===== src/rtl/ccd_timing_gen.sv =====
// Linear-CCD clock generator: guarded transfer-gate pulse (sh) followed by
// continuous f1/f2/rs pixel clocking for DUMMY_NUM + PIX_NUM + line_gap periods.
module ccd_timing_gen #(
   parameter int PIX_DIV    = 20,
   parameter int RS_P_WIDTH = 2,
   parameter int SH_WIDTH   = 100,
   parameter int SH_GUARD   = 20,
   parameter int DUMMY_NUM  = 11,
   parameter int PIX_NUM    = 2048
) (
   input  logic        sys_clk,
   input  logic        rst_n,
   input  logic        enable,
   input  logic [15:0] line_gap,
   output logic        sh,
   output logic        f1,
   output logic        f2,
   output logic        rs,
   output logic        line_start,
   output logic        busy,
   output logic [2:0]  o_dbg_state
);

   localparam int HALF    = PIX_DIV / 2;
   localparam int PH_W    = $clog2(PIX_DIV);
   localparam int CNT_MAX = (SH_WIDTH > SH_GUARD) ? SH_WIDTH : SH_GUARD;
   localparam int CNT_W   = $clog2(CNT_MAX + 1);

   localparam logic [PH_W-1:0]  PH_LAST    = PH_W'(PIX_DIV - 1);
   localparam logic [PH_W-1:0]  PH_HALF    = PH_W'(HALF);
   localparam logic [PH_W-1:0]  PH_RS_END  = PH_W'(HALF + RS_P_WIDTH);
   localparam logic [CNT_W-1:0] GUARD_LAST = CNT_W'(SH_GUARD - 1);
   localparam logic [CNT_W-1:0] WIDTH_LAST = CNT_W'(SH_WIDTH - 1);
   localparam logic [17:0]      BASE_LEN   = 18'(DUMMY_NUM + PIX_NUM);

   typedef enum logic [2:0] {
      S_IDLE     = 3'd0,
      S_SH_PRE   = 3'd1,
      S_SH_PULSE = 3'd2,
      S_SH_POST  = 3'd3,
      S_SHIFT    = 3'd4
   } state_t;

   state_t           r_state;
   logic [PH_W-1:0]  r_ph;
   logic [CNT_W-1:0] r_cnt;
   logic [17:0]      r_pix_cnt;
   logic [15:0]      r_gap;
   logic             r_sh;
   logic             r_f1;
   logic             r_f2;
   logic             r_rs;
   logic             r_line_start;
   logic             r_busy;

   logic             w_wrap;
   logic [PH_W-1:0]  w_ph_next;
   logic             w_dec_f1;
   logic             w_dec_rs;
   logic [17:0]      w_line_len;
   logic [17:0]      w_pix_next;
   logic             w_line_end;

   assign w_wrap     = (r_ph == PH_LAST);
   assign w_ph_next  = w_wrap ? '0 : r_ph + PH_W'(1);
   assign w_dec_f1   = (r_ph < PH_HALF);
   assign w_dec_rs   = (r_ph >= PH_HALF) && (r_ph < PH_RS_END);
   assign w_line_len = BASE_LEN + {2'b00, r_gap};
   assign w_pix_next = r_pix_cnt + 18'd1;
   assign w_line_end = (w_pix_next == w_line_len);

   // Each output register is loaded from the state and phase seen at this edge,
   // so transitions into the guard states land exactly on a pixel-period boundary.
   always_ff @(posedge sys_clk) begin
      if (!rst_n) begin
         r_state      <= S_IDLE;
         r_ph         <= '0;
         r_cnt        <= '0;
         r_pix_cnt    <= '0;
         r_gap        <= '0;
         r_sh         <= 1'b0;
         r_f1         <= 1'b1;
         r_f2         <= 1'b0;
         r_rs         <= 1'b0;
         r_line_start <= 1'b0;
         r_busy       <= 1'b0;
      end else begin
         r_line_start <= 1'b0;
         case (r_state)
            S_IDLE: begin
               r_ph   <= w_ph_next;
               r_f1   <= w_dec_f1;
               r_f2   <= ~w_dec_f1;
               r_rs   <= w_dec_rs;
               r_sh   <= 1'b0;
               r_busy <= 1'b0;
               if (w_wrap && enable) begin
                  r_state <= S_SH_PRE;
                  r_gap   <= line_gap;
                  r_cnt   <= '0;
               end
            end
            S_SH_PRE: begin
               r_ph   <= '0;
               r_f1   <= 1'b1;
               r_f2   <= 1'b0;
               r_rs   <= 1'b0;
               r_sh   <= 1'b0;
               r_busy <= 1'b1;
               if (r_cnt == GUARD_LAST) begin
                  r_state <= S_SH_PULSE;
                  r_cnt   <= '0;
               end else begin
                  r_cnt <= r_cnt + CNT_W'(1);
               end
            end
            S_SH_PULSE: begin
               r_ph         <= '0;
               r_f1         <= 1'b1;
               r_f2         <= 1'b0;
               r_rs         <= 1'b0;
               r_sh         <= 1'b1;
               r_busy       <= 1'b1;
               r_line_start <= (r_cnt == '0);
               if (r_cnt == WIDTH_LAST) begin
                  r_state <= S_SH_POST;
                  r_cnt   <= '0;
               end else begin
                  r_cnt <= r_cnt + CNT_W'(1);
               end
            end
            S_SH_POST: begin
               r_ph   <= '0;
               r_f1   <= 1'b1;
               r_f2   <= 1'b0;
               r_rs   <= 1'b0;
               r_sh   <= 1'b0;
               r_busy <= 1'b1;
               if (r_cnt == GUARD_LAST) begin
                  r_state   <= S_SHIFT;
                  r_cnt     <= '0;
                  r_pix_cnt <= '0;
               end else begin
                  r_cnt <= r_cnt + CNT_W'(1);
               end
            end
            S_SHIFT: begin
               r_ph   <= w_ph_next;
               r_f1   <= w_dec_f1;
               r_f2   <= ~w_dec_f1;
               r_rs   <= w_dec_rs;
               r_sh   <= 1'b0;
               r_busy <= 1'b1;
               if (w_wrap) begin
                  if (w_line_end) begin
                     r_pix_cnt <= '0;
                     r_cnt     <= '0;
                     if (enable) begin
                        r_state <= S_SH_PRE;
                        r_gap   <= line_gap;
                     end else begin
                        r_state <= S_IDLE;
                     end
                  end else begin
                     r_pix_cnt <= w_pix_next;
                  end
               end
            end
            default: r_state <= S_IDLE;
         endcase
      end
   end

   assign sh          = r_sh;
   assign f1          = r_f1;
   assign f2          = r_f2;
   assign rs          = r_rs;
   assign line_start  = r_line_start;
   assign busy        = r_busy;
   assign o_dbg_state = r_state;

endmodule


===== config.mk =====
export PLATFORM = sky130hd
export DESIGN_NAME = ccd_timing_gen
export DESIGN_NICKNAME = d
export VERILOG_FILES = /design/src/rtl/ccd_timing_gen.sv
export SDC_FILE = /design/constraint.sdc
export NUM_CORES = 1
export LEC_CHECK = 0
export ABC_AREA = 0
export CAP_MARGIN = 20
export CELL_PAD_IN_SITES_DETAIL_PLACEMENT = 0
export CELL_PAD_IN_SITES_GLOBAL_PLACEMENT = 1
export CORE_MARGIN = 10
export CORE_UTILIZATION = 45
export CTS_BUF_LIST = sky130_fd_sc_hd__clkbuf_8
export CTS_CLUSTER_DIAMETER = 200
export DETAILED_ROUTE_END_ITERATION = 8
export PLACE_DENSITY = 0.88
export SETUP_SLACK_MARGIN = 0.5
export SLEW_MARGIN = 20
export SYNTH_ARGS = -nofsm -noshare
export SYNTH_HDL_FRONTEND = slang
export SYNTH_SLANG_ARGS = --single-unit

===== constraint.sdc =====
create_clock -name sys_clk -period 3.6 [get_ports sys_clk]
set_input_delay 0.9 -clock sys_clk [delete_from_list [all_inputs] [get_ports sys_clk]]
set_output_delay 0.9 -clock sys_clk [all_outputs]
set_load 0.02 [all_outputs]

== After elaboration in Yosys (flattened, before gate mapping) ==
Index checks and enable logic that the tools add are counted.
Word-level totals
  bits in registers: 55
  input port bits: 19
  output and inout port bits: 9
  logic and storage cells: 84
Cells by class
  add/sub/neg operators: 4
  magnitude comparators: 3
  eq/ne operators: 15
  muxes and demuxes: 30
  bitwise gates (word level): 1
  reductions and logical operators: 20
Operators with widths (number)
  16-bit 2-to-1 mux: 4
  18-bit 2-to-1 mux: 3
  18-bit case mux with 2 select lines: 1
  7-bit 2-to-1 mux: 5
  16-bit case mux with 2 select lines: 1
  7-bit case mux with 4 select lines: 1
  18-bit by 1-bit adder with 18-bit output (second input constant): 1
  18-bit by 17-bit equality test with 1-bit output: 1
  3-bit 2-to-1 mux: 6
  12-bit by 16-bit adder with 17-bit output (first input constant): 1
  3-bit case mux with 5 select lines: 1
  2-bit inequality test (second input constant): 7
  5-bit by 4-bit less-than comparator with 1-bit output (second input constant): 2
  1-bit case mux with 2 select lines: 5
  5-bit case mux with 2 select lines: 1
  2-bit nonzero test: 5
  4-bit OR reduction: 2
  7-bit by 1-bit adder with 7-bit output (second input constant): 1
  7-bit by 5-bit equality test with 1-bit output (second input constant): 1
  7-bit equality test (second input constant): 1
  7-bit zero test: 1
  3-bit by 2-bit equality test with 1-bit output (second input constant): 2
  6-bit AND reduction: 1
  5-bit by 1-bit adder with 5-bit output (second input constant): 1
  16 further kinds: 18

== Depth between registers and ports, before layout ==
  depth in word-level cells: 5
  gate-level depth with buffers: 12
  gate-level depth less buffers: 10

== Least setup slack after synthesis ==
OpenSTA, ideal clock, no wires.
  kind: flip-flop to flip-flop
  start: reg r_pix_cnt[4]
  end: reg r_pix_cnt[11]
  setup time: 0.124 ns
  arrival time: 2.911 ns
  data required time: 3.476 ns
  slack: 0.565 ns
  cell stages (with the launch flop): 12
  path buffers: 3
  clock period less this slack: 3.035 ns
  cells stage by stage: dfxtp_1 > buf_2 > nand3_2 > or4_4 > xnor2_1 > xnor2_1 > or4_1 > or4_1 > buf_2 > buf_6 > a31oi_1 > o22ai_1
Between the ends
  cells in the longest elaborated chain, start to end: 5
Ends and longest elaborated chain
  start: declaration: line 47  | logic [17:0] r_pix_cnt;
  start signal: assignment: line 165  | r_pix_cnt <= w_pix_next;
  18-bit by 1-bit adder with 18-bit output (*): line 69  | assign w_pix_next = r_pix_cnt + 18'd1;
  18-bit by 17-bit equality test with 1-bit output: line 70  | assign w_line_end = (w_pix_next == w_line_len);
  18-bit 2-to-1 mux (*): line 155  | if (w_line_end) begin
  18-bit 2-to-1 mux (*): line 154  | if (w_wrap) begin
  18-bit case mux with 2 select lines (*): line 89  | case (r_state)
Every way passes the cells marked *; elsewhere a longest branch is shown, timed or not. The select of a mux whose other input is x is not followed.
A chain may end at the register's enable or synchronous reset.

== Final worst setup path ==
  start: reg r_pix_cnt[10]
  end: reg r_pix_cnt[7]
Between the ends
  cells in the longest elaborated chain, start to end: 5
Ends and longest elaborated chain (line)
  18-bit by 1-bit adder with 18-bit output: 69
  18-bit by 17-bit equality test with 1-bit output: 70
  18-bit 2-to-1 mux: 155
  18-bit 2-to-1 mux: 154
  18-bit case mux with 2 select lines: 89
No other way between the ends. The select of a mux whose other input is x is not followed.

==> summary.md <==
| Metric | Value |
|---|---|
| Number of hold buffers added after CTS | `0` |
| Top-Level Pins | `28` |
| Number of failing setup endpoints in the final timing report | `0` |
| Clock slew at the register clock pins of the worst setup and hold paths | `100 ps` |
| CTS H-tree lvls | `2` |
| Number of sinks handled by clock tree synthesis | `55` |
| Number of global-route vias before repair | `2999` |
| Worst Max-Slew Pin Slew | `624 ps` |
| Critical Path Max Stage Delay | `580 ps` |
| Crit Path Category | `reg -> reg` |
| Min Hold Slack | `489 ps` |
| WP depth | `9` |
| Cell chosen for the clock root | `sky130_fd_sc_hd__clkbuf_8` |
| Wire length per cell | `15.4 um` |
| Shortest period the worst path allows | `3060 ps` |
| TritonCTS Buffers | `5` |
| Main synth FF type | `sky130_fd_sc_hd__dfxtp_1` |
| Number of routed nets with antenna violations | `0` |
| Maximum operating frequency | `0.327 GHz` |
| Maximum number of buffers from clock root to sink | `2` |
| Async set-reset flop share out of synthesis | `0%` |
| Cell mode on critical path | `sky130_fd_sc_hd__or4_4` |
| Average cell area after synthesis | `8.15 um^2` |
| Startpoint type of the worst setup path | `flop` |
| Starting utilization of the core area | `46.9%` |
| Outcome | `completed` |
| Global route total overflow | `0` |
| Slowest library cell on the worst path | `sky130_fd_sc_hd__or4_4` |
| Path class of the lowest-slack min-delay path | `reg -> reg` |
| Number of synthesized flops with an enable pin | `0` |
| Routed via count divided by cell count | `5.67` |
| Worst EP arrival | `3260 ps` |
| Hold Crit Depth | `2` |
| Antenna Cells | `0` |
| Detailed-route DRC error count | `0` |
| Violation count after the first detailed-routing iteration | `161` |
| Sequential share of the synthesized area | `32.0%` |
| Final weighted congestion in routability-driven placement | `0.864` |
| Chip Height | `107 um` |
| Die X | `107 um` |
| Count of nets after finishing | `472` |
| Initial antenna violation count | `0` |
| CTS tree | `done` |
| Cell chain of the critical path | `inv_1, or4_4, xnor2_2, xnor2_1, or4_4, or4_4, buf_12, a31oi_2, mux2i_1` |
| Insertion delay to the later sink of the worst-skew pair | `310 ps` |
| Core footprint | `7330 um^2` |
| Kind of end point of the critical path | `flop` |
| Buffering stage count on the worst path with inverters included | `2` |
| Sum of net half-perimeters after detailed placement | `5970 um` |
| Total wire length | `8400 um` |
| Final Slew Violations | `0` |
| Total power consumption of the routed design | `1.08 mW` |
| Worst Reg-to-Reg Cells | `9` |
| Syn Std Cell Area | `3440 um^2` |
| Power density over cell area | `266 nW/um^2` |
| Leakage power | `1.41 nW` |
| Count of input and output buffers | `27` |
| Count of standard-cell rows | `31` |
| Peak VDD IR | `0.204 mV` |
| Vias post-DR | `3101` |
| Max-cap violations | `0` |
| Count of state elements after synthesis | `55` |
| Layout cell share with drive strength beyond 1 | `13.2%` |
| Critical path peak fanout | `24` |
| Total Die Area | `11500 um^2` |
| Crit path required time | `3790 ps` |
| Min setup slack post-route | `538 ps` |
| Max Clock Skew | `7.15 ps` |
| Combined global-route utilization of all metal layers | `14.6%` |
| Final Hold Fails | `0` |
| Detailed Routing Iterations Pass 1 | `6` |
| Worst setup timing slack at the placement stage | `315 ps` |
| Final standard cell utilization of the core | `55.3%` |
| Critical path's top delay family | `simple AND/OR/NAND/NOR gates` |
| Distinct cells, synth | `55` |
| Sum of negative setup slack | `0 ps` |
| Post-synthesis cell count | `422` |
| Global-route wire length before repair | `14200 um` |
| Setup repair after global routing missed its margin | `false` |
| Pin count of the biggest net entering global routing | `41` |
| P&R area growth vs syn | `17.9%` |
| Period utilization | `85.0%` |
| Synth warn | `0` |
| Net count after synthesis | `447` |
| Worst max-slew margin expressed relative to the limit | `58.4%` |
==> metal layers <==
layer  part of all wire [%]  GRT usage [%]  routed length [um]
met1                     44           17.9                3730
met3                    5.4           3.35                 456
met2                     49           25.0                4090
met4                    1.5           3.91                 125
met5                      0              0                   0
==> cells in the mapped netlist (3+ instances only) <==
library cell | number | area, um^2
sky130_fd_sc_hd__a21o_1 | 3 | 22.5
sky130_fd_sc_hd__nand2b_1 | 3 | 18.8
sky130_fd_sc_hd__and3_1 | 7 | 43.8
sky130_fd_sc_hd__a211oi_1 | 4 | 30.0
sky130_fd_sc_hd__nand4b_1 | 4 | 35.0
sky130_fd_sc_hd__mux2i_1 | 20 | 200
sky130_fd_sc_hd__nand3_1 | 18 | 90.1
sky130_fd_sc_hd__nand2_1 | 65 | 244
sky130_fd_sc_hd__nor2_1 | 18 | 67.6
sky130_fd_sc_hd__xor2_1 | 9 | 78.8
sky130_fd_sc_hd__nor2b_1 | 12 | 75.1
sky130_fd_sc_hd__a21oi_1 | 8 | 40.0
sky130_fd_sc_hd__nor3b_1 | 5 | 37.5
sky130_fd_sc_hd__and2_1 | 11 | 68.8
sky130_fd_sc_hd__xnor3_1 | 4 | 90.1
sky130_fd_sc_hd__nor4_1 | 4 | 25.0
sky130_fd_sc_hd__xnor2_1 | 27 | 236
sky130_fd_sc_hd__o21a_1 | 3 | 22.5
sky130_fd_sc_hd__ha_1 | 6 | 75.1
sky130_fd_sc_hd__o2111ai_1 | 3 | 26.3
sky130_fd_sc_hd__clkbuf_1 | 15 | 56.3
sky130_fd_sc_hd__o211ai_1 | 3 | 22.5
sky130_fd_sc_hd__buf_2 | 4 | 20.0
sky130_fd_sc_hd__o21ai_0 | 29 | 145
sky130_fd_sc_hd__nand4_1 | 12 | 75.1
sky130_fd_sc_hd__nor3_1 | 8 | 40.0
sky130_fd_sc_hd__inv_1 | 13 | 48.8
sky130_fd_sc_hd__and4_1 | 3 | 26.3
sky130_fd_sc_hd__or4_1 | 3 | 22.5
sky130_fd_sc_hd__a22oi_1 | 5 | 37.5
sky130_fd_sc_hd__o22ai_1 | 3 | 18.8
sky130_fd_sc_hd__dfxtp_1 | 55 | 1100
sky130_fd_sc_hd__a31oi_1 | 9 | 56.3
==> area by class of cell <==
cell class	count	area, um^2
Fill cell	676	3270
Clock buffer	6	82.6
Sequential cell	55	1130
Tap cell	99	124
Clock inverter	2	16.3
Timing Repair Buffer	41	383
Multi-Input combinational cell	331	2270
Inverter	13	48.8
==> repair_timing <==
action / in CTS / in global routing
cloned: 0 / 0
gates resized for setup: 20 / 20
pin swaps: 2 / 8
setup buffers: 2 / 4
setup endpoints to repair: 42 / 42
==> power breakdown <==
part	internal (mW)	switching, mW
sequential	0.611	0.0132
clock	0.158	0.212
combinational	0.0438	0.0428
==> registers in the layout, summed over array words and instances, names as in the netlist <==
register	count
busy	1
f1	1
f2	1
line_start	1
o_dbg_state	3
r_cnt	7
r_gap	16
r_ph	5
r_pix_cnt	18
rs	1
sh	1
==> worst register-to-register path: stages, from the launching register on <==
cell and delay, ps:
sky130_fd_sc_hd__dfxtp_2 390, sky130_fd_sc_hd__inv_1 100, sky130_fd_sc_hd__or4_4 580, sky130_fd_sc_hd__xnor2_2 160, sky130_fd_sc_hd__xnor2_1 120, sky130_fd_sc_hd__or4_4 540
sky130_fd_sc_hd__or4_4 570, sky130_fd_sc_hd__buf_12 180, sky130_fd_sc_hd__a31oi_2 180, sky130_fd_sc_hd__mux2i_1 110
==> metrics by stage <==
| stage | cells | cell area (um^2) |
|---|---|---|
| 2_1_floorplan | 422 | 3440 |
| 3_3_place_gp | 533 | 3790 |
| 3_5_place_dp | 533 | 3790 |
| 4_1_cts | 543 | 3960 |
| 5_1_grt | 547 | 4060 |
| 6_report | 547 | 4060 |
==> worst paths after layout <==
check	slack (ps)	startpoint	end
worst max-delay path	540	r_pix_cnt[10]	r_pix_cnt[7]
worst min-delay path	490	f2	f2
worst max register to register	540	r_pix_cnt[10]	r_pix_cnt[7]
worst min register to register	490	f2	f2
==> cell families (layout without fill, tap and decap cells) <==
logic type | count (synthesis) | in the layout | share of synthesized area (%)
and+or+nand+nor | 185 | 185 | 28.4
DFF | 55 | 55 | 32.0
buffers and inverters | 36 | 62 | 4.62
muxes | 21 | 21 | 6.15
AOI/OAI and AO/OA | 78 | 78 | 14.2
adders and majority gates | 6 | 6 | 2.18
xor gates and xnor gates | 41 | 41 | 12.5
==> cells in the final DEF (no fill, tap or decap), types with 13 or more instances in the layout <==
cell type	n
sky130_fd_sc_hd__buf_4	13
sky130_fd_sc_hd__clkdlybuf4s50_1	26
sky130_fd_sc_hd__dfxtp_1	43
sky130_fd_sc_hd__inv_1	13
sky130_fd_sc_hd__mux2i_1	20
sky130_fd_sc_hd__nand2_1	64
sky130_fd_sc_hd__nand3_1	18
sky130_fd_sc_hd__nor2_1	18
sky130_fd_sc_hd__o21ai_0	28
sky130_fd_sc_hd__xnor2_1	25
(Power assumes the default switching activity.)
